File: src/rtl/reaction_controller.sv
// reaction_controller: reaction-time game FSM with GO window, false-start/timeout flags and best/round statistics
module reaction_controller #(
    parameter int TIMEOUT_MS = 2000,
    parameter int CNT_W      = 14
) (
    input  logic             clock,
    input  logic             reset_n,
    input  logic             start_btn,
    input  logic             react_btn,
    input  logic             clear_btn,
    input  logic             random_finish,
    output logic             random_start,
    output logic             led_go,
    output logic [CNT_W-1:0] reaction_ms,
    output logic             result_valid,
    output logic [CNT_W-1:0] best_ms,
    output logic [7:0]       round_cnt,
    output logic             false_start,
    output logic             timeout
);
    typedef enum logic [2:0] {IDLE, ARM, GO, RESULT, FAULT} state_t;

    localparam logic [CNT_W-1:0] LAST = CNT_W'(TIMEOUT_MS - 1);

    state_t           state, next_state;
    logic [CNT_W-1:0] counter;
    logic [CNT_W-1:0] elapsed;
    logic             done;
    logic             go_hit;
    logic             go_expire;
    logic             restart;
    logic             do_clear;

    assign done      = state == RESULT || state == FAULT;
    assign elapsed   = counter + 1'b1;
    assign go_hit    = state == GO && react_btn;
    assign go_expire = state == GO && !react_btn && counter == LAST;
    assign restart   = done && start_btn;
    assign do_clear  = clear_btn && (state == IDLE || (done && !start_btn));

    // state register
    always_ff @(posedge clock or negedge reset_n) begin
        if (!reset_n) state <= IDLE;
        else          state <= next_state;
    end

    // next-state logic; false start beats random_finish, start beats clear
    always_comb begin
        next_state = state;
        case (state)
            IDLE:          next_state = start_btn ? ARM : IDLE;
            ARM:           next_state = react_btn ? FAULT : random_finish ? GO : ARM;
            GO:            next_state = react_btn ? RESULT : counter == LAST ? FAULT : GO;
            RESULT, FAULT: next_state = start_btn ? ARM : clear_btn ? IDLE : state;
            default:       next_state = IDLE;
        endcase
    end

    // state-decoded outputs; the delay generator reloads whenever we are outside ARM/GO
    always_comb begin
        random_start = state == ARM || state == GO;
        led_go       = state == GO;
    end

    // GO-window counter, zero on every GO entry and bounded by the timeout
    always_ff @(posedge clock or negedge reset_n) begin
        if (!reset_n)                              counter <= '0;
        else if (state == GO && next_state == GO)  counter <= elapsed;
        else                                       counter <= '0;
    end

    // sticky fault flags, cleared when a new round starts or on clear
    always_ff @(posedge clock or negedge reset_n) begin
        if (!reset_n) begin
            false_start <= 1'b0;
            timeout     <= 1'b0;
        end else if (restart || do_clear) begin
            false_start <= 1'b0;
            timeout     <= 1'b0;
        end else begin
            false_start <= false_start | (state == ARM && react_btn);
            timeout     <= timeout | go_expire;
        end
    end

    // result pulse and statistics, all updated on RESULT entry
    always_ff @(posedge clock or negedge reset_n) begin
        if (!reset_n) begin
            result_valid <= 1'b0;
            reaction_ms  <= '0;
            best_ms      <= '1;
            round_cnt    <= '0;
        end else begin
            result_valid <= go_hit;
            if (go_hit) begin
                reaction_ms <= elapsed;
                best_ms     <= elapsed < best_ms ? elapsed : best_ms;
                round_cnt   <= round_cnt == 8'hff ? round_cnt : round_cnt + 8'd1;
            end else if (do_clear) begin
                reaction_ms <= '0;
                best_ms     <= '1;
                round_cnt   <= '0;
            end
        end
    end
endmodule

File: config.mk
export PLATFORM = sky130hd
export DESIGN_NAME = reaction_controller
export DESIGN_NICKNAME = d
export VERILOG_FILES = /design/src/rtl/reaction_controller.sv
export SDC_FILE = /design/constraint.sdc
export NUM_CORES = 1
export LEC_CHECK = 0
export CELL_PAD_IN_SITES_DETAIL_PLACEMENT = 1
export CELL_PAD_IN_SITES_GLOBAL_PLACEMENT = 1
export CORE_MARGIN = 4
export CORE_UTILIZATION = 30
export CTS_CLUSTER_SIZE = 20
export DETAILED_ROUTE_END_ITERATION = 7
export DONT_BUFFER_PORTS = 1
export PLACE_DENSITY = 0.6
export RECOVER_POWER = 100
export SETUP_SLACK_MARGIN = 0.2
export SYNTH_ARGS = -nofsm -noshare
export SYNTH_HDL_FRONTEND = slang
export SYNTH_SLANG_ARGS = --single-unit
File: constraint.sdc
create_clock -name clock -period 2.7 [get_ports clock]
set_input_delay 0.27 -clock clock [delete_from_list [all_inputs] [get_ports clock]]
set_output_delay 0.27 -clock clock [all_outputs]
set_load 0.02 [all_outputs]
== Word-level counts from Yosys, hierarchy flattened ==
Index checks and enable logic that the tools add are counted.
Operators by class
  $add $sub $neg: 2
  order comparisons: 1
  equal/unequal tests: 9
  muxes and demuxes: 19
  bitwise operators: 2
  reduce and logical (&&, ||, !) cells: 19
Operators with widths (count)
  two-way mux 14 bit: 6
  two-way mux 8 bit: 3
  two-way mux 3 bit: 5
  adder 14 x 1 -> 14 bit, second input constant: 1
  == test 14 x 11 -> 1 bit, second input constant: 1
  less-than comparator 14 bit: 1
  case mux 3 bit (4 select lines): 1
  == test 3 x 2 -> 1 bit, second input constant: 3
  adder 8 x 1 -> 8 bit, second input constant: 1
  == test 8 bit, second input constant: 1
  logical AND 1 bit: 8
  logical OR 1 bit: 4
  AND reduction 2 bit: 2
  == test 3 x 1 -> 1 bit, second input constant: 1
  == test 3 bit, second input constant: 1
  zero test 3 bit: 1
  two-way mux 1 bit: 3
  zero test 1 bit: 2
  two-way mux 2 bit: 1
  inequality test 2 x 1 -> 1 bit, second input constant: 1
  inequality test 2 bit, second input constant: 1
  OR 1 bit: 2
  nonzero test 2 bit: 1
  OR reduction 2 bit: 1
Word-level totals
  flip-flop bits (word level): 56
  input bits: 6
  output and inout port bits: 41
  logic and storage cells: 60

== Longest topological paths before layout ==
  word-level depth: 7
  mapped depth: 12
  depth with buffers taken out: 11

== Least setup slack after synthesis ==
No wires, ideal clock.
  path type: register -> register
  start point: reg counter[0]
  end point: reg best_ms[0]
  library setup time: 0.075 ns
  arrival time: 2.623 ns
  data required time: 2.625 ns
  setup slack: 0.003 ns
  stages on the path, launching flop included: 12
  buffers on the path: 1
  clock period less this slack: 2.697 ns
  path through: dfrtp_1 > ha_1 > and2_1 > and4_1 > xnor2_1 > inv_1 > ha_1 > nand4_1 > a311o_1 > o211ai_4 > buf_6 > mux2i_1
On the way
  longest elaborated chain between the ends: 4
  elaborated cells on any way between the ends: 6
  those cells by class: 1 x add/sub; 1 x order compare; 1 x eq/ne; 2 x mux; 1 x reduce/logical
RTL lines
  from (decl): line 26  | logic [CNT_W-1:0] counter;
  from (signal assigned): line 68  | else if (state == GO && next_state == GO) counter <= elapsed;
  adder 14 x 1 -> 14 bit (*): line 35  | assign elapsed = counter + 1'b1;
  less-than comparator 14 bit: line 97  | best_ms <= elapsed < best_ms ? elapsed : best_ms;
  inequality test 2 x 1 -> 1 bit (no line)
  AND reduction 2 bit (no line)
  to (signal assigned): line 97
  to (decl): line 16  | output logic [CNT_W-1:0] best_ms,
Every way passes the cells marked *; elsewhere a longest branch is shown, timed or not. The select of a mux whose other input is x is not followed.
A chain may end at the register's enable or synchronous reset.

== Worst setup path after layout ==
  start point: reg counter[4]
  end point: reg best_ms[10]
The elaborated chain is that of the path after synthesis.

==> results.tsv <==
stage	metric	value	unit
run_status	status	complete, no violations	
timing	finalHoldViolCount	0	
yosys	synth_edf_count	0	
drt	drt_first_pass_iters	4	
placed_design	place_ws	-11.0	ps
floorplanning	io_pins	47	
timing	max_freq	391	MHz
cts	cts-root-buf	clkbuf_8	
cts	clk_latency	310	ps
cts	cts_tree	done	
pwr	p_comb_frac	0.280	
cts	clkTransAtPathRegs	110	ps
pwr	swShare	0.397	
yosys	synth-seq-cells	56	
yosys	avgSynthCellArea	9.87	µm²
setup_path	critPathCaptureType	flip-flop	
drt	detail_route.wl_per_cell	18.1	µm
timing	fin_crit_sh	0.948	
cts	htreeDepth	2	
cells_and_area	final_common_cell	nor2_1	
timing	setup_viol	0	
yosys	syn-instance-count	307	
cells_and_area	seqCellArea	1420	µm²
timing	drv_slew	0	
yosys	synth_area	3030	µm²
floorplanning	dieHeight	109	µm
timing	clock_skew	10.3	ps
global_routing	grt_pass1_vias	2642	
timing	setup_tns	0	ps
setup_path	cp.arrival	2800	ps
drt	finalWirelength	8640	µm
cts	cts_num_sinks	56	
pwr	total_leakage_power	0.00182	µW
global_routing	grt_pass1_wl	14200	µm
placed_design	port_buffers	0	
cells_and_area	nets	366	
cts	clk_path_buf_depth	2	
global_routing	grt_usage	0.154	
cells_and_area	layout-drive-gt1-share	0.220	
cells_and_area	fillCellCount	1161	
global_routing	grt_max_degree	57	
drt	ant_nets	0	
cts	cts_made_buffers	5	
timing	max_slew_margin	0.0256	
pwr	vdd_drop_max	0.258	mV
timing	rsz0062_at_grt	true	
pwr	p_switching	924	µW
cells_and_area	layout_common_cells	nor2_1, dfrtp_1, buf_4	
yosys	ys_seq_area_frac	0.468	
floorplanning	fp.coreArea	9820	µm²
setup_path	path_class	reg2reg	
floorplanning	std_cell_rows	36	
global_routing	overflow	0	
yosys	syn_nets	329	
cells_and_area	diodes	0	
worst_hold_path	hp-class	in2reg	
floorplanning	die_area	11800	µm²
yosys	async_flop_share	1.00	
pwr	p_int	1400	µW
placed_design	dp_hpwl	6080	µm
setup_path	critPathRequiredTime	2940	ps
drt	route.vias.total	2365	
drt	drt_iter0_drc	69	
pwr	seq_power_share	0.505	
pwr	pwr_density_cell	626	nW/µm²
setup_path	startpoint_type	flip-flop	
timing	layout_min_cycle_time	2560	ps
yosys	synthFlopType	dfrtp_1	
timing	worst-slew-pin-transition	1460	ps
yosys	yosysWarnings	0	
drt	drc	0	
cells_and_area	multi_input_area	1620	µm²
global_routing	grt_antenna_before_repair	0	
floorplanning	die_w	109	µm
floorplanning	start_util	0.309	
setup_path	crit_path_max_fanout	5	
placed_design	place_congestion	0.790	
pwr	clkPwrFrac	0.215	
drt	via_per_inst	4.95	
timing	fin_ws	140	ps
yosys	ys_types	43	
flow_run	drv_cap	0	
setup_path	reg2reg_slack	140	ps
cells_and_area	area_growth_syn_to_layout	22.6	%
synthesized netlist by cell type (all sizes together), types with 3 or more instances:
master,instances,area share
o21ai,6,0.0099
a21oi,10,0.017
nor2b,9,0.019
nor3,9,0.017
o22ai,4,0.0083
a31oi,3,0.0062
buf,10,0.021
dfrtp,42,0.35
and4,6,0.017
ha,16,0.066
nand4,8,0.017
xor2,8,0.023
xnor2,11,0.032
mux2i,14,0.046
nand2,20,0.025
nand3,7,0.012
nor2,57,0.071
dfstp,14,0.12
and3,4,0.0083
inv,20,0.025
and2,3,0.0062
layout make-up:
class | instances | area share
multi-input combinational | 219 | 0.436
clock buffer | 7 | 0.0232
timing repair buffer | 42 | 0.0919
clock inverter | 1 | 0.00202
tap | 133 | 0.0448
inverter | 20 | 0.0202
sequential | 56 | 0.382
logic make-up after synthesis:
group / count (synthesis) / synth area share
muxes: 15 / 0.0500
adders and majority gates: 16 / 0.0661
xor gates and xnor gates: 19 / 0.0549
AOI/OAI and AO/OA: 40 / 0.102
buffers and inverters: 32 / 0.0479
and+or+nand+nor: 129 / 0.211
DFF: 56 / 0.468
layer usage:
layer / up-vias / part of all wire / global-route usage / wire, µm
met4: 0 / 0.016 / 0.0460 / 137
met5: - / 0 / 0 / 0
met3: 8 / 0.040 / 0.0316 / 342
met2: 33 / 0.50 / 0.262 / 4330
li1: 1127 / - / - / -
met1: 1197 / 0.44 / 0.195 / 3830
power by group through the flow:
stage | clock, µW | combinational [µW] | sequential, µW
CTS | 522 | 686 | 1180
global route | 551 | 733 | 1200
global placement | 0 | 618 | 1190
floorplan | 0 | 510 | 1130
detailed placement | 0 | 635 | 1200
finish | 501 | 651 | 1180
path summary, 6_finish.rpt:
kind | cells past startpoint | endpoint | from
worst max-delay path | 11 | best_ms[10]$_DFFE_PN1P_ | counter[4]$_DFF_PN0_
worst min-delay path | 2 | false_start$_DFF_PN0_ | react_btn
worst max register to register | 11 | best_ms[10]$_DFFE_PN1P_ | counter[4]$_DFF_PN0_
worst min register to register | 1 | state[1]$_DFF_PN0_ | state[2]$_DFF_PN0_
max in group asynchronous | 2 | reaction_ms[11]$_DFFE_PN0P_ | reset_n
min in group asynchronous | 2 | reaction_ms[7]$_DFFE_PN0P_ | reset_n
repair_timing:
action | 4_1_cts | 5_1_grt
buffers inserted | 13 | 1
hold endpoints to repair | 56 | 0
pin swaps | 12 | 11
gates resized for setup | 16 | 11
cloned | 1 | 0
endpoints found under the setup margin | 14 | 14
hold buffers | 2 | 0
state kept, by name, summed over array words and instances (netlist names):
name / flops
best_ms: 14
counter: 14
false_start: 1
reaction_ms: 14
result_valid: 1
round_cnt: 8
state: 3
timeout: 1
stage by stage:
stage / total power [µW] / utilization / hold slack [ps] / instances / cell area, µm²
5_1_grt: 2480 / 0.378 / 120 / 478 / 3720
2_1_floorplan: 1640 / - / -25.6 / 307 / 3070
6_report: 2330 / 0.378 / 129 / 478 / 3720
3_3_place_gp: 1810 / 0.343 / -23.7 / 453 / 3360
4_1_cts: 2390 / 0.375 / 124 / 477 / 3680
3_5_place_dp: 1840 / 0.343 / -23.8 / 453 / 3360
critical path: stages (launching register included):
cell and delay (ps):
dfrtp_1 400, and3_4 220, and3_4 240, nand3_4 110, xor2_4 190, inv_2 70, ha_4 270, nand4_1 110
a311o_1 340, o211ai_4 160, buf_12 170, mux2i_4 210
(Power assumes the default switching activity.)
